`config.mk`:
```
export PLATFORM = sky130hd
export DESIGN_NAME = seg_scan_decoder
export DESIGN_NICKNAME = d
export VERILOG_FILES = /design/src/rtl/seg_pkg.sv /design/src/rtl/seg7_to_bcd.sv /design/src/rtl/seg_scan_decoder.sv
export SDC_FILE = /design/constraint.sdc
export NUM_CORES = 1
export LEC_CHECK = 0
export CORE_MARGIN = 10
export CORE_UTILIZATION = 60
export DETAILED_ROUTE_END_ITERATION = 10
export DONT_BUFFER_PORTS = 1
export HOLD_SLACK_MARGIN = 0.15
export PLACE_DENSITY = 0.81
export REMOVE_ABC_BUFFERS = 1
export SYNTH_ARGS = -nofsm -noshare
export SYNTH_HDL_FRONTEND = slang
export SYNTH_SLANG_ARGS = --single-unit
```
`constraint.sdc`:
```
create_clock -name clk -period 7.1 [get_ports clk]
set_clock_uncertainty 0.05 [all_clocks]
set_input_delay 0.71 -clock clk [delete_from_list [all_inputs] [get_ports clk]]
set_output_delay 0.71 -clock clk [all_outputs]
set_load 0.005 [all_outputs]
```
`src/rtl/seg_pkg.sv`:
```
// rtl/seg_pkg.sv - segment patterns, scan FSM state type and digit count shared by the scan decoder
package seg_pkg;

   localparam int DIGIT_NUM = 4;
   localparam logic [3:0] BCD_INVALID = 4'hF;

   // Active-low patterns, leftmost bit is segment a, rightmost is segment g
   localparam logic [0:6] SEG_0 = 7'b0000001;
   localparam logic [0:6] SEG_1 = 7'b1001111;
   localparam logic [0:6] SEG_2 = 7'b0010010;
   localparam logic [0:6] SEG_3 = 7'b0000110;
   localparam logic [0:6] SEG_4 = 7'b1001100;
   localparam logic [0:6] SEG_5 = 7'b0100100;
   localparam logic [0:6] SEG_6 = 7'b0100000;
   localparam logic [0:6] SEG_7 = 7'b0001111;
   localparam logic [0:6] SEG_8 = 7'b0000000;
   localparam logic [0:6] SEG_9 = 7'b0000100;

   typedef enum logic [1:0] {
      IDLE,
      SETTLE,
      HOLD
   } scan_state_t;

endpackage

```
`src/rtl/seg7_to_bcd.sv`:
```
// rtl/seg7_to_bcd.sv - active-low seven-segment pattern to BCD nibble with invalid flag
module seg7_to_bcd
   import seg_pkg::*;
(
   input  logic [0:6] seg,
   output logic [3:0] bcd,
   output logic       invalid
);

   always_comb begin
      invalid = 1'b0;
      bcd     = BCD_INVALID;
      case (seg)
         SEG_0:   bcd = 4'd0;
         SEG_1:   bcd = 4'd1;
         SEG_2:   bcd = 4'd2;
         SEG_3:   bcd = 4'd3;
         SEG_4:   bcd = 4'd4;
         SEG_5:   bcd = 4'd5;
         SEG_6:   bcd = 4'd6;
         SEG_7:   bcd = 4'd7;
         SEG_8:   bcd = 4'd8;
         SEG_9:   bcd = 4'd9;
         default: invalid = 1'b1;
      endcase
   end

endmodule

```
`src/rtl/seg_scan_decoder.sv`:
```
// rtl/seg_scan_decoder.sv - recovers BCD digits, points and value from a multiplexed 7-seg scan
// SEG_SCAN_BIN_EN builds the BCD-to-binary value output; otherwise value is tied to 0.
module seg_scan_decoder
   import seg_pkg::*;
#(
   parameter int SETTLE_CYCLES  = 4,
   parameter int TIMEOUT_CYCLES = 1000000
) (
   input  logic        clk,
   input  logic        rst,
   input  logic [0:6]  segments,
   input  logic [3:0]  enabler,
   input  logic        dot,
   output logic [15:0] digits,
   output logic [3:0]  dots,
   output logic [13:0] value,
   output logic        frame_valid,
   output logic        frame_error,
   output logic        stale
);

   localparam int CNT_W  = $clog2(SETTLE_CYCLES);
   localparam int IDLE_W = $clog2(TIMEOUT_CYCLES + 1);
   localparam logic [CNT_W-1:0]  CNT_MAX   = CNT_W'(SETTLE_CYCLES - 1);
   localparam logic [CNT_W-1:0]  CNT_FIRE  = CNT_W'(SETTLE_CYCLES - 2);
   localparam logic [IDLE_W-1:0] IDLE_MAX  = IDLE_W'(TIMEOUT_CYCLES);
   localparam logic [IDLE_W-1:0] IDLE_LAST = IDLE_W'(TIMEOUT_CYCLES - 1);

   logic [0:6]        seg_q, seg_d, seg_prev_q, seg_prev_d;
   logic [3:0]        en_q, en_d, en_prev_q, en_prev_d;
   logic              dot_q, dot_d;
   logic [CNT_W-1:0]  cnt_q, cnt_d;
   scan_state_t       state_q, state_d;
   logic [15:0]       shadow_q, shadow_d;
   logic [3:0]        sdots_q, sdots_d;
   logic [3:0]        seen_q, seen_d;
   logic              err_q, err_d;
   logic [IDLE_W-1:0] idle_q, idle_d;
   logic [15:0]       digits_q, digits_d;
   logic [3:0]        dots_q, dots_d;
   logic              frame_valid_q, frame_valid_d;
   logic              frame_error_q, frame_error_d;
   logic              stale_q, stale_d;

   logic       sel_valid, changed, capture, complete, timeout;
   logic [1:0] sel_idx;
   logic [3:0] dec_bcd;
   logic       dec_bad;

   seg7_to_bcd u_dec (
      .seg     (seg_q),
      .bcd     (dec_bcd),
      .invalid (dec_bad)
   );

   always_comb begin
      seg_d      = segments;
      en_d       = enabler;
      dot_d      = dot;
      seg_prev_d = seg_q;
      en_prev_d  = en_q;

      sel_valid = $onehot(~en_q);
      changed   = (seg_q != seg_prev_q) || (en_q != en_prev_q);
      sel_idx   = 2'd0;
      for (int k = 0; k < DIGIT_NUM; k++)
         if (!en_q[k]) sel_idx = 2'(k);

      cnt_d = changed ? '0 : ((cnt_q == CNT_MAX) ? cnt_q : cnt_q + 1'b1);

      // Capture fires on the edge where the count would reach SETTLE_CYCLES-1
      capture = 1'b0;
      state_d = state_q;
      case (state_q)
         IDLE:    if (sel_valid) state_d = SETTLE;
         SETTLE: begin
            if (!sel_valid) state_d = IDLE;
            else if (!changed && cnt_q == CNT_FIRE) begin
               capture = 1'b1;
               state_d = HOLD;
            end
         end
         HOLD: begin
            if (!sel_valid)  state_d = IDLE;
            else if (changed) state_d = SETTLE;
         end
         default: state_d = IDLE;
      endcase

      complete = (seen_q == 4'hF);
      timeout  = !capture && (idle_q == IDLE_LAST);
      idle_d   = capture ? '0 : ((idle_q == IDLE_MAX) ? idle_q : idle_q + 1'b1);

      shadow_d = shadow_q;
      sdots_d  = sdots_q;
      seen_d   = seen_q;
      err_d    = err_q;
      if (complete || timeout) begin
         seen_d = '0;
         err_d  = 1'b0;
      end
      // A capture in the completion cycle belongs to the next frame
      if (capture) begin
         shadow_d[{sel_idx, 2'b00} +: 4] = dec_bcd;
         sdots_d[sel_idx] = ~dot_q;
         seen_d[sel_idx]  = 1'b1;
         if (dec_bad) err_d = 1'b1;
      end

      digits_d      = complete ? shadow_q : digits_q;
      dots_d        = complete ? sdots_q  : dots_q;
      frame_valid_d = complete;
      frame_error_d = complete && err_q;
      stale_d       = stale_q;
      if (timeout)  stale_d = 1'b1;
      if (complete) stale_d = 1'b0;
   end

   always_ff @(posedge clk or negedge rst) begin
      if (!rst) begin
         seg_q         <= '1;
         en_q          <= '1;
         dot_q         <= 1'b1;
         seg_prev_q    <= '1;
         en_prev_q     <= '1;
         cnt_q         <= '0;
         state_q       <= IDLE;
         shadow_q      <= '0;
         sdots_q       <= '0;
         seen_q        <= '0;
         err_q         <= 1'b0;
         idle_q        <= '0;
         digits_q      <= '0;
         dots_q        <= '0;
         frame_valid_q <= 1'b0;
         frame_error_q <= 1'b0;
         stale_q       <= 1'b0;
      end else begin
         seg_q         <= seg_d;
         en_q          <= en_d;
         dot_q         <= dot_d;
         seg_prev_q    <= seg_prev_d;
         en_prev_q     <= en_prev_d;
         cnt_q         <= cnt_d;
         state_q       <= state_d;
         shadow_q      <= shadow_d;
         sdots_q       <= sdots_d;
         seen_q        <= seen_d;
         err_q         <= err_d;
         idle_q        <= idle_d;
         digits_q      <= digits_d;
         dots_q        <= dots_d;
         frame_valid_q <= frame_valid_d;
         frame_error_q <= frame_error_d;
         stale_q       <= stale_d;
      end
   end

   assign digits      = digits_q;
   assign dots        = dots_q;
   assign frame_valid = frame_valid_q;
   assign frame_error = frame_error_q;
   assign stale       = stale_q;

`ifdef SEG_SCAN_BIN_EN
   logic [13:0] value_q, value_d;

   // Undecodable digits hold 4'hF in the shadow and contribute nothing
   function automatic logic [13:0] bcd_to_bin(input logic [15:0] d);
      logic [13:0] acc;
      logic [3:0]  nib;
      acc = '0;
      for (int k = DIGIT_NUM - 1; k >= 0; k--) begin
         nib = d[4*k +: 4];
         acc = acc * 14'd10 + ((nib > 4'd9) ? 14'd0 : {10'd0, nib});
      end
      return acc;
   endfunction

   always_comb value_d = complete ? bcd_to_bin(shadow_q) : value_q;

   always_ff @(posedge clk or negedge rst) begin
      if (!rst) value_q <= '0;
      else      value_q <= value_d;
   end

   assign value = value_q;
`else
   assign value = '0;
`endif

endmodule

```
==> reports/results.ini, run 1 <==
[placement]
place_ws_ns=3.46
dp.final_hpwl_um=5210
detailed_place.area_mm2=0.00411
io_buffers=0
place.gp.congestion=0.786

[synth]
async_flop_share_pct=100
synth.lib_cells_used.distinct=50
synth.yosys.warnings=0
netlist.area_leader.share_pct=43.7
post_synth_mux_area_share_pct=0.243
synth_edf_count=0
synth.largest_area_cell=sky130_fd_sc_hd__dfrtp_1
synth_compound_area_share_pct=8.19
dominantRegCellSynth=sky130_fd_sc_hd__dfrtp_1
synth_top_family_by_area=simple AND/OR/NAND/NOR gates
synth_commonest_cells=sky130_fd_sc_hd__nand2_1, sky130_fd_sc_hd__dfrtp_1, sky130_fd_sc_hd__o21ai_0
synth_area_mm2=0.00413
yosys.area_share.adder_pct=2.30
most_used_standard_cell_by_instance_count_after_synthesis=sky130_fd_sc_hd__nand2_1
syn_inst=394
synth-simple-area-share_pct=19.3
ys_ff_latch=95
synthesis.area_per_instance_um2=10.5
post_synth_xor_area_fraction_pct=6.58
synth_seq_area_share_pct=58.3
synth_top_cells_by_area=sky130_fd_sc_hd__dfrtp_1, sky130_fd_sc_hd__dfstp_2, sky130_fd_sc_hd__nand2_1

[die]
die_x_um=103
fp-row-count=30
die-area_mm2=0.0106
initial_core_util_pct=61.1
io_pins=51
die-height_um=103
placeableCoreArea_mm2=0.00676

[setup_path]
setup.worst_path.end_class=flip-flop
worstSetupStartpointType=flip-flop
r2r-start=en_prev_d[3]
r2r_end=err_q
r2r_slack_ns=3.46
worstPathMaxFanout=22
arrival_ns=3.85
worst-endpoint-required_ns=7.31
timing_worst_setup_path_type=flip-flop to flip-flop
rr_worst_depth=9

[power]
p_total_w=0.000988
power_frac_comb_pct=3.6
leakagePower_nw=2.12
flop_pwr_share_pct=57.1
cellInternalPower_w=0.000766
p_sw_share_pct=22.5
vdd_ir_drop_max_uv=162
power_density_mw_per_mm2=226
netSwitchingPower_w=0.000222
power_frac_clock_pct=39.3

[sta]
timing.final.crit_share_pct=51.3
worst_hold_slack_ns=0.207
setup-violations-final=0
transition_at_the_pin_with_the_smallest_max_transition_slack_ns=1.05
fin_ws_ns=3.46
final-hold-violation-count=0
fmaxAchievable_mhz=274
rsz0062_at_grt=no
period_minus_slack_ns=3.64
pins_over_their_slew_limit=0
max-slew-margin-rel_pct=30.1
setup-tns-final_ns=0

[job]
timing.max_cap.violations=0

[global_routing]
via_count_of_the_first_global_routing_pass=2718
grt_first_pass_wirelength_um=12800
grt_ovf=0
grt_antenna_before_repair=0
pin_count_of_the_biggest_net_entering_global_routing=93
globalRouteTotalUtil_pct=15.6

[drt]
dr_total_vias=2739
drc_errors=0
routed_wl_um=7860
detailedRoute.firstPassIterationCount=5
post_drt_wl_per_cell_um=16.4
drtAntennaViolNets=0
dr.first_iter.drc_count=106
detail_route.vias_per_cell=5.73

[min_path]
worst_hold_path_type=primary input to async pin

[layout]
nets=414
layout-drive-gt1-share_pct=12.8
layout-area-overhead-vs-synth_pct=5.82
num-fill-cells=515
antenna-diode-count=0
finish.instance_area_mm2=0.00437

[clock_tree]
root_buffer=sky130_fd_sc_hd__clkbuf_8
ctsHtreeMaxLevel=3
clock_latency_ns=0.37
inserted_clock_buffers=9
tritoncts_clock_tree=built
cts.sink_count=95
cts.repair_timing.setup_buffer_count=0
cts.reportedPaths.clkPinSlew_ns=0.10
maximum_buffer_depth_of_the_clock_tree=2

[status]
outcome=completed

-- state kept, by name (all words and copies together) (netlist names), 4 cells and up --
register / flops
en_prev_d: 4
idle_q: 20
seg_prev_d: 7
digits: 16
dots: 4
seen_q: 4
sdots_q: 4
en_prev_q: 4
shadow_q: 16
seg_prev_q: 7
-- metrics by stage --
step,util [%],cells
6_report,64.6,478
5_1_grt,64.6,478
4_1_cts,64.6,478
3_5_place_dp,60.8,460
3_3_place_gp,60.8,460
2_1_floorplan,-,379
-- cell families (layout without fill, tap and decap cells) --
| kind of cell | Yosys count | in the layout |
|---|---|---|
| AO/OA/AOI/OAI | 59 | 59 |
| XOR/XNOR | 31 | 31 |
| adder cells (fa/ha/maj) | 7 | 7 |
| buffers and inverters | 37 | 28 |
| flip-flops | 95 | 95 |
| multiplexers | 1 | 1 |
| other | 1 | 14 |
| AND/OR/NAND/NOR | 163 | 163 |
-- what timing repair did --
item	in CTS	in global routing
hold endpoints to repair	92	0
hold buffers	2	0
gates resized for setup	0	0
setup endpoints to repair	0	0
-- worst max-delay path by stage --
stage                  from  cells past startpoint        end  slack [ns]
2_1_floorplan  en_prev_d[3]                      7  idle_q[0]        3.76
3_3_place_gp   en_prev_d[3]                      9      stale        3.66
3_5_place_dp   en_prev_d[3]                      9      stale        3.46
4_1_cts        en_prev_d[3]                      9      stale        3.46
5_1_grt        en_prev_d[3]                      9  seen_q[3]        3.28
6_report       en_prev_d[3]                      9      err_q        3.46
-- final cells by class --
cell class	count	area, µm²	share of cell area [%]
Clock buffer	10	128	2.92
Multi-Input combinational cell	275	1560	35.8
Tap cell	80	100	2.29
Inverter	9	33.8	0.774
Sequential cell	95	2410	55.1
Clock inverter	6	92.6	2.12
Timing Repair Buffer	3	45.0	1.03
-- worst max-delay path, cell delays in order, from the launching register on --
cell                      delay, ns
sky130_fd_sc_hd__dfstp_2       0.66
sky130_fd_sc_hd__fa_1          0.44
sky130_fd_sc_hd__inv_1         0.07
sky130_fd_sc_hd__ha_1          0.13
sky130_fd_sc_hd__ha_1          0.21
sky130_fd_sc_hd__or3b_2        0.51
sky130_fd_sc_hd__nor2_1        0.16
sky130_fd_sc_hd__nand4_1       0.63
sky130_fd_sc_hd__nor4b_1       0.46
sky130_fd_sc_hd__o22ai_1       0.21
-- cells in the final DEF, fill, tap and decap left out, types with 3 or more instances in the layout --
master	Yosys	routed
sky130_fd_sc_hd__a21oi_1	3	3
sky130_fd_sc_hd__and3_1	3	3
sky130_fd_sc_hd__and4_1	3	3
sky130_fd_sc_hd__clkbuf_8	0	9
sky130_fd_sc_hd__conb_1	1	14
sky130_fd_sc_hd__dfrtp_1	72	72
sky130_fd_sc_hd__dfstp_2	23	23
sky130_fd_sc_hd__ha_1	6	6
sky130_fd_sc_hd__inv_1	9	9
sky130_fd_sc_hd__nand2_1	77	77
sky130_fd_sc_hd__nand3_1	12	12
sky130_fd_sc_hd__nand4_1	9	9
sky130_fd_sc_hd__nor2_1	28	28
sky130_fd_sc_hd__nor3_1	4	4
sky130_fd_sc_hd__nor3b_1	3	3
sky130_fd_sc_hd__nor4_1	3	3
sky130_fd_sc_hd__o21ai_0	42	42
sky130_fd_sc_hd__o21ai_1	4	4
sky130_fd_sc_hd__or2_2	3	3
sky130_fd_sc_hd__xnor2_1	5	5
sky130_fd_sc_hd__xor2_1	26	26
-- power groups by stage --
stage,Combinational (W),Clock (W),Sequential [W]
floorplan,0.0000187,0,0.000572
global placement,0.0000222,0,0.000574
detailed placement,0.0000231,0,0.000575
CTS,0.0000358,0.000394,0.000564
global route,0.0000403,0.000419,0.000566
finish,0.0000353,0.000388,0.000564
-- metal layers --
metal / part of all wire, % / GRT usage (%) / wire [µm] / vias up
met3: 7.0 / 3.35 / 549 / 15
met2: 47 / 25.4 / 3730 / 77
li1: - / - / - / 1296
met4: 2.4 / 7.49 / 191 / 0
met1: 43 / 19.2 / 3390 / 1351
met5: 0 / 0 / 0 / -
(Power assumes the default switching activity.)
==> run 2, diff against run 1 <==
==> constraint.sdc (replaced) <==
create_clock -name clk -period 3.6 [get_ports clk]
set_clock_uncertainty 0.05 [all_clocks]
set_input_delay 0.36 -clock clk [delete_from_list [all_inputs] [get_ports clk]]
set_output_delay 0.36 -clock clk [all_outputs]
set_load 0.005 [all_outputs]
==> run 2 against run 1 <==
Final cell count rose by 2.9%. Design area is 3.0% higher. Largest power group unchanged. Worst hold slack better by 0.15 ns. Register-to-register slack worse by 3.1 ns. Sequential cell count unchanged. Via count up 0.95%. Worst setup slack worse by 3.1 ns. Sequential share of layout area decreased by 1.6 points. Global-route usage is 0.23 points higher. Clock power is 89% higher. Clock-buffer cell count rose by 2. Combinational power rose by 130%.
==> reports/results.ini, run 2 (synthesis gave the netlist of run 1 again) <==
[layout]
final_core_util_pct=66.6
antenna-diode-count=0
layout-area-overhead-vs-synth_pct=9.04
num-fill-cells=517
final_common_cell=sky130_fd_sc_hd__nand2_1
regMostFlops=idle_q
top_library_cells_by_usage_in_the_layout_fill_and_taps_aside=sky130_fd_sc_hd__nand2_1, sky130_fd_sc_hd__dfrtp_1, sky130_fd_sc_hd__o21ai_0, sky130_fd_sc_hd__nor2_1, sky130_fd_sc_hd__xor2_1
final_cells=492
nets=428
layout-drive-gt1-share_pct=13.1
largest_register_ffs=20

[drt]
detailedRoute.firstPassIterationCount=4
drc_errors=0
routed_wl_um=7840
dr.first_iter.drc_count=96
post_drt_wl_per_cell_um=15.9
detail_route.vias_per_cell=5.62
dr_total_vias=2765
drtAntennaViolNets=0

[die]
die-height_um=103
placeableCoreArea_mm2=0.00676
die-area_mm2=0.0106
fp-row-count=30
io_pins=51
initial_core_util_pct=61.1
die_x_um=103

[sta]
fin_ws_ns=0.327
setup-violations-final=0
final-hold-violation-count=0
rsz0062_at_grt=no
transition_at_the_pin_with_the_smallest_max_transition_slack_ns=1.21
max-slew-margin-rel_pct=18.0
period_minus_slack_ns=3.27
pins_over_their_slew_limit=0
fmaxAchievable_mhz=306
setup-tns-final_ns=0
timing.final.crit_share_pct=90.9

[power]
power_frac_comb_pct=4.2
power_density_mw_per_mm2=428
cellInternalPower_w=0.00150
p_total_w=0.00193
netSwitchingPower_w=0.000424
flop_pwr_share_pct=57.7
vdd_ir_drop_max_uv=254
power_frac_clock_pct=38.0
p_sw_share_pct=22.0
leakagePower_nw=2.18

[setup_path]
worstSetupStartpointType=flip-flop
setup.worst_path.end_class=flip-flop
arrival_ns=3.42
worst-endpoint-required_ns=3.74
timing_worst_setup_path_type=flip-flop to flip-flop
worstPathMaxFanout=12

[min_path]
worst_hold_path_type=flip-flop to flip-flop

[placement]
io_buffers=0
dp_cells=462
dp.final_hpwl_um=5280
place_ws_ns=0.277
place.gp.congestion=0.785

[global_routing]
grt_antenna_before_repair=0
grt_first_pass_wirelength_um=13200
pin_count_of_the_biggest_net_entering_global_routing=96
globalRouteTotalUtil_pct=15.8
grt_ovf=0
via_count_of_the_first_global_routing_pass=2754

[job]
timing.max_cap.violations=0

[clock_tree]
inserted_clock_buffers=9
clock_latency_ns=0.36
ctsHtreeMaxLevel=3
cts.reportedPaths.clkPinSlew_ns=0.09
maximum_buffer_depth_of_the_clock_tree=2
root_buffer=sky130_fd_sc_hd__clkbuf_8
tritoncts_clock_tree=built
cts.sink_count=95
cts.repair_timing.setup_buffer_count=0

[status]
outcome=completed

-- run 2: cell types whose count changed in the layout (fill, tap and decap cells not counted), moves of 2 or more --
cell	before	now
sky130_fd_sc_hd__buf_4	1	3
sky130_fd_sc_hd__clkbuf_8	9	12
sky130_fd_sc_hd__clkinvlp_4	2	0
sky130_fd_sc_hd__dlygate4sd3_1	1	13
-- run 2: timing repair --
action                                  CTS  global route
endpoints found under the setup margin    0             0
resized for setup                         0             0
hold buffers                             14             0
endpoints found under the hold margin   107             0
-- run 2: routing by layer --
metal	up-vias	GRT usage [%]	share of wire [%]
li1	1326	-	-
met1	1354	18.9	44
met2	70	26.1	48
met3	15	4.56	6.4
met4	0	6.52	1.9
met5	-	0	0
-- run 2: critical path, cell delays in order (launching register included) --
cell and delay [ns]:
sky130_fd_sc_hd__dfstp_2 0.65, sky130_fd_sc_hd__fa_1 0.44, sky130_fd_sc_hd__inv_1 0.07, sky130_fd_sc_hd__ha_1 0.21
sky130_fd_sc_hd__or3b_2 0.23, sky130_fd_sc_hd__nor2_1 0.07, sky130_fd_sc_hd__nand4_1 0.17, sky130_fd_sc_hd__nor4b_1 1.00
sky130_fd_sc_hd__o21ai_0 0.23
-- run 2: final timing paths --
| check | startpoint | depth (start not counted) | slack, ns | endpoint |
|---|---|---|---|---|
| setup / recovery | en_prev_d[3] | 8 | 0.33 | seen_q[0] |
| hold / removal | en_prev_d[2] | 0 | 0.36 | en_prev_q[2] |
| setup reg to reg | en_prev_d[3] | 8 | 0.33 | seen_q[0] |
| hold reg to reg | en_prev_d[2] | 0 | 0.36 | en_prev_q[2] |
| max in group asynchronous | rst | 2 | 2.60 | seg_prev_d[3] |
| min in group asynchronous | rst | 2 | 0.53 | shadow_q[13] |
-- run 2: layout make-up --
type | count | area [µm²] | area share (%)
sequential | 95 | 2410 | 53.5
multi-input combinational | 275 | 1560 | 34.7
timing repair buffer | 17 | 180 | 4.00
clock buffer | 12 | 165 | 3.67
tap | 80 | 100 | 2.22
clock inverter | 4 | 52.6 | 1.17
inverter | 9 | 33.8 | 0.751
-- run 2: through the flow --
step                      hold slack [ns]  instance area [µm²]
after floorplan                    0.0144                 4000
after global placement             0.0181                 4120
after detailed placement           0.0179                 4120
after CTS                           0.363                 4500
after global routing                0.370                 4500
final                               0.359                 4500
-- run 2: power by group through the flow --
stage	logic [W]	clock network, W	registers (W)
finish	0.0000818	0.000733	0.00111
global route	0.0000924	0.000798	0.00112
CTS	0.0000824	0.000750	0.00111
detailed placement	0.0000465	0	0.00113
global placement	0.0000447	0	0.00113
floorplan	0.0000369	0	0.00113
==> run 3, diff against run 2 <==
--- a/config.mk
+++ b/config.mk
@@ -6,11 +6,11 @@
 export NUM_CORES = 1
 export LEC_CHECK = 0
 export CORE_MARGIN = 10
-export CORE_UTILIZATION = 60
+export CORE_UTILIZATION = 40
 export DETAILED_ROUTE_END_ITERATION = 10
 export DONT_BUFFER_PORTS = 1
 export HOLD_SLACK_MARGIN = 0.15
-export PLACE_DENSITY = 0.81
+export PLACE_DENSITY = 0.59
 export REMOVE_ABC_BUFFERS = 1
 export SYNTH_ARGS = -nofsm -noshare
 export SYNTH_HDL_FRONTEND = slang
==> run 3 against run 2 <==
Worst hold slack worse by 0.0085 ns. Global-route usage shrank 4.5 points. Critical endpoint is now seen_q[3]. Sequential share of layout area is 0.56 points lower. Non-clock buffer count rose by 1. Critical path depth increased by 2. Sequential power hardly changed. Via count shrank 1.3%. Clock power decreased by 7.1%. Final cell count up 12%. Wire length rose by 3.8%. Total power shrank 2.7%. Die area rose by 39%.
==> reports/results.ini, run 3 (synthesis gave the netlist of run 1 again) <==
[status]
outcome=completed

[sta]
setup-violations-final=0
pins_over_their_slew_limit=0
max-slew-margin-rel_pct=35.6
fmaxAchievable_mhz=323
transition_at_the_pin_with_the_smallest_max_transition_slack_ns=0.953
final-hold-violation-count=0
timing.final.crit_share_pct=86.0
period_minus_slack_ns=3.10
setup-tns-final_ns=0
rsz0062_at_grt=no

[global_routing]
globalRouteTotalUtil_pct=11.3
via_count_of_the_first_global_routing_pass=2626
pin_count_of_the_biggest_net_entering_global_routing=96
grt_first_pass_wirelength_um=13600
grt_ovf=0
grt_antenna_before_repair=0

[layout]
antenna-diode-count=0
layout-area-overhead-vs-synth_pct=10.2
nets=429
top_library_cells_by_usage_in_the_layout_fill_and_taps_aside=sky130_fd_sc_hd__nand2_1, sky130_fd_sc_hd__dfrtp_1, sky130_fd_sc_hd__o21ai_0, sky130_fd_sc_hd__nor2_1, sky130_fd_sc_hd__xor2_1
regMostFlops=idle_q
largest_register_ffs=20
layout-drive-gt1-share_pct=13.3
final_core_util_pct=44.6
final_common_cell=sky130_fd_sc_hd__nand2_1

[setup_path]
r2r_slack_ns=0.50
timing_worst_setup_path_type=flip-flop to flip-flop
worst-endpoint-required_ns=3.76
arrival_ns=3.26
r2r-start=en_prev_d[0]
setup.worst_path.end_class=flip-flop
worstSetupStartpoint=en_prev_d[0]
critPathMostFrequentCell=sky130_fd_sc_hd__ha_1
r2r_end=seen_q[3]
cp-endpoint=seen_q[3]
worstPathMaxFanout=22
slowest_cell_on_the_critical_path=sky130_fd_sc_hd__nor4b_1
worstPathCellList=fa_1 -> inv_1 -> ha_1 -> ha_1 -> or3b_2 -> nor2_1 -> nand4_1 -> buf_4 -> nor4b_1 -> o21ai_0
crit_path_max_incr_delay_ns=0.80
rr_worst_depth=10
worstSetupStartpointType=flip-flop

[die]
fp-row-count=37
placeableCoreArea_mm2=0.0102
die-height_um=122
io_pins=51
die_x_um=122
initial_core_util_pct=40.5
die-area_mm2=0.0148

[drt]
routed_wl_um=8140
detail_route.vias_per_cell=4.97
drtAntennaViolNets=0
post_drt_wl_per_cell_um=14.8
detailedRoute.firstPassIterationCount=4
dr.first_iter.drc_count=246
dr_total_vias=2729
drc_errors=0

[clock_tree]
clock_latency_ns=0.36
cts.sink_count=95
maximum_buffer_depth_of_the_clock_tree=2
inserted_clock_buffers=9
tritoncts_clock_tree=built
ctsHtreeMaxLevel=3
post_cts_gate_resize_count=0
cts.repair_timing.setup_buffer_count=0
root_buffer=sky130_fd_sc_hd__clkbuf_8
cts.reportedPaths.clkPinSlew_ns=0.10

[power]
power_density_mw_per_mm2=413
vdd_ir_drop_max_uv=232
leakagePower_nw=2.17

[job]
timing.max_cap.violations=0

[placement]
place.gp.congestion=0.781
io_buffers=0
dp.final_hpwl_um=5460

[min_path]
worst_hold_path_type=flip-flop to flip-flop

==> run 3: cell count changes in the layout (fill, tap and decap cells not counted) <==
cell                         previous run  this run
sky130_fd_sc_hd__bufinv_16              1         0
sky130_fd_sc_hd__inv_6                  0         1
sky130_fd_sc_hd__clkinv_2               1         0
sky130_fd_sc_hd__clkinvlp_4             0         2
sky130_fd_sc_hd__inv_8                  0         2
sky130_fd_sc_hd__buf_4                  3         4
sky130_fd_sc_hd__clkbuf_8              12         9
==> run 3: worst min path at each step <==
| stage | from | end | cells past startpoint |
|---|---|---|---|
| final | en_prev_d[0] | en_prev_q[0] | 0 |
| after CTS | en_prev_d[0] | en_prev_q[0] | 0 |
| after global routing | en_prev_d[0] | en_prev_q[0] | 0 |
| after detailed placement | rst | frame_valid | 0 |
| after floorplan | rst | cnt_q[0] | 0 |
| after global placement | rst | digits[10] | 0 |
==> run 3: layout make-up <==
cell class	instances	area, µm²
Clock buffer	9	124
Inverter	9	33.8
Fill cell	979	5640
Sequential cell	95	2410
Clock inverter	7	63.8
Timing Repair Buffer	18	188
Multi-Input combinational cell	275	1560
Tap cell	136	170
==> run 3: metrics by stage <==
step | area [µm²] | std cells | total power (W) | hold WS [ns] | worst slack, ns
5_1_grt | 4550 | 549 | 0.00195 | 0.360 | 0.250
3_5_place_dp | 4200 | 519 | 0.00118 | 0.0205 | 0.495
6_report | 4550 | 549 | 0.00188 | 0.350 | 0.503
2_1_floorplan | 4000 | 379 | 0.00116 | 0.0144 | 0.262
3_3_place_gp | 4200 | 519 | 0.00118 | 0.0203 | 0.610
4_1_cts | 4550 | 549 | 0.00189 | 0.354 | 0.476
==> run 3: worst max-delay path, delay by kind of cell, from the launching register on <==
| family | cells | cell delay (ns) |
|---|---|---|
| fa+ha+maj | 3 | 0.96 |
| compound gates | 1 | 0.20 |
| buf+inv | 2 | 0.27 |
| flops | 1 | 0.40 |
| simple gates | 4 | 1.09 |
==> run 3: power by group <==
group / switching (W) / leakage [nW] / internal [W]
Sequential: 0.0000186 / 1.23 / 0.00109
Clock: 0.000415 / 0.0899 / 0.000266
Combinational: 0.0000517 / 0.843 / 0.0000320
Total: 0.000485 / 2.17 / 0.00139
==> run 3: metal layers <==
layer | GRT usage [%] | routed length, µm | vias to the layer above
li1 | - | - | 1321
met4 | 4.25 | 128 | 0
met2 | 16.1 | 3570 | 67
met3 | 2.82 | 434 | 10
met5 | 0 | 0 | -
met1 | 16.1 | 4010 | 1331
==> run 3: repair_timing <==
item / CTS / global route
hold buffers: 14 / 0
endpoints found under the hold margin: 107 / 0
setup endpoints to repair: 0 / 0
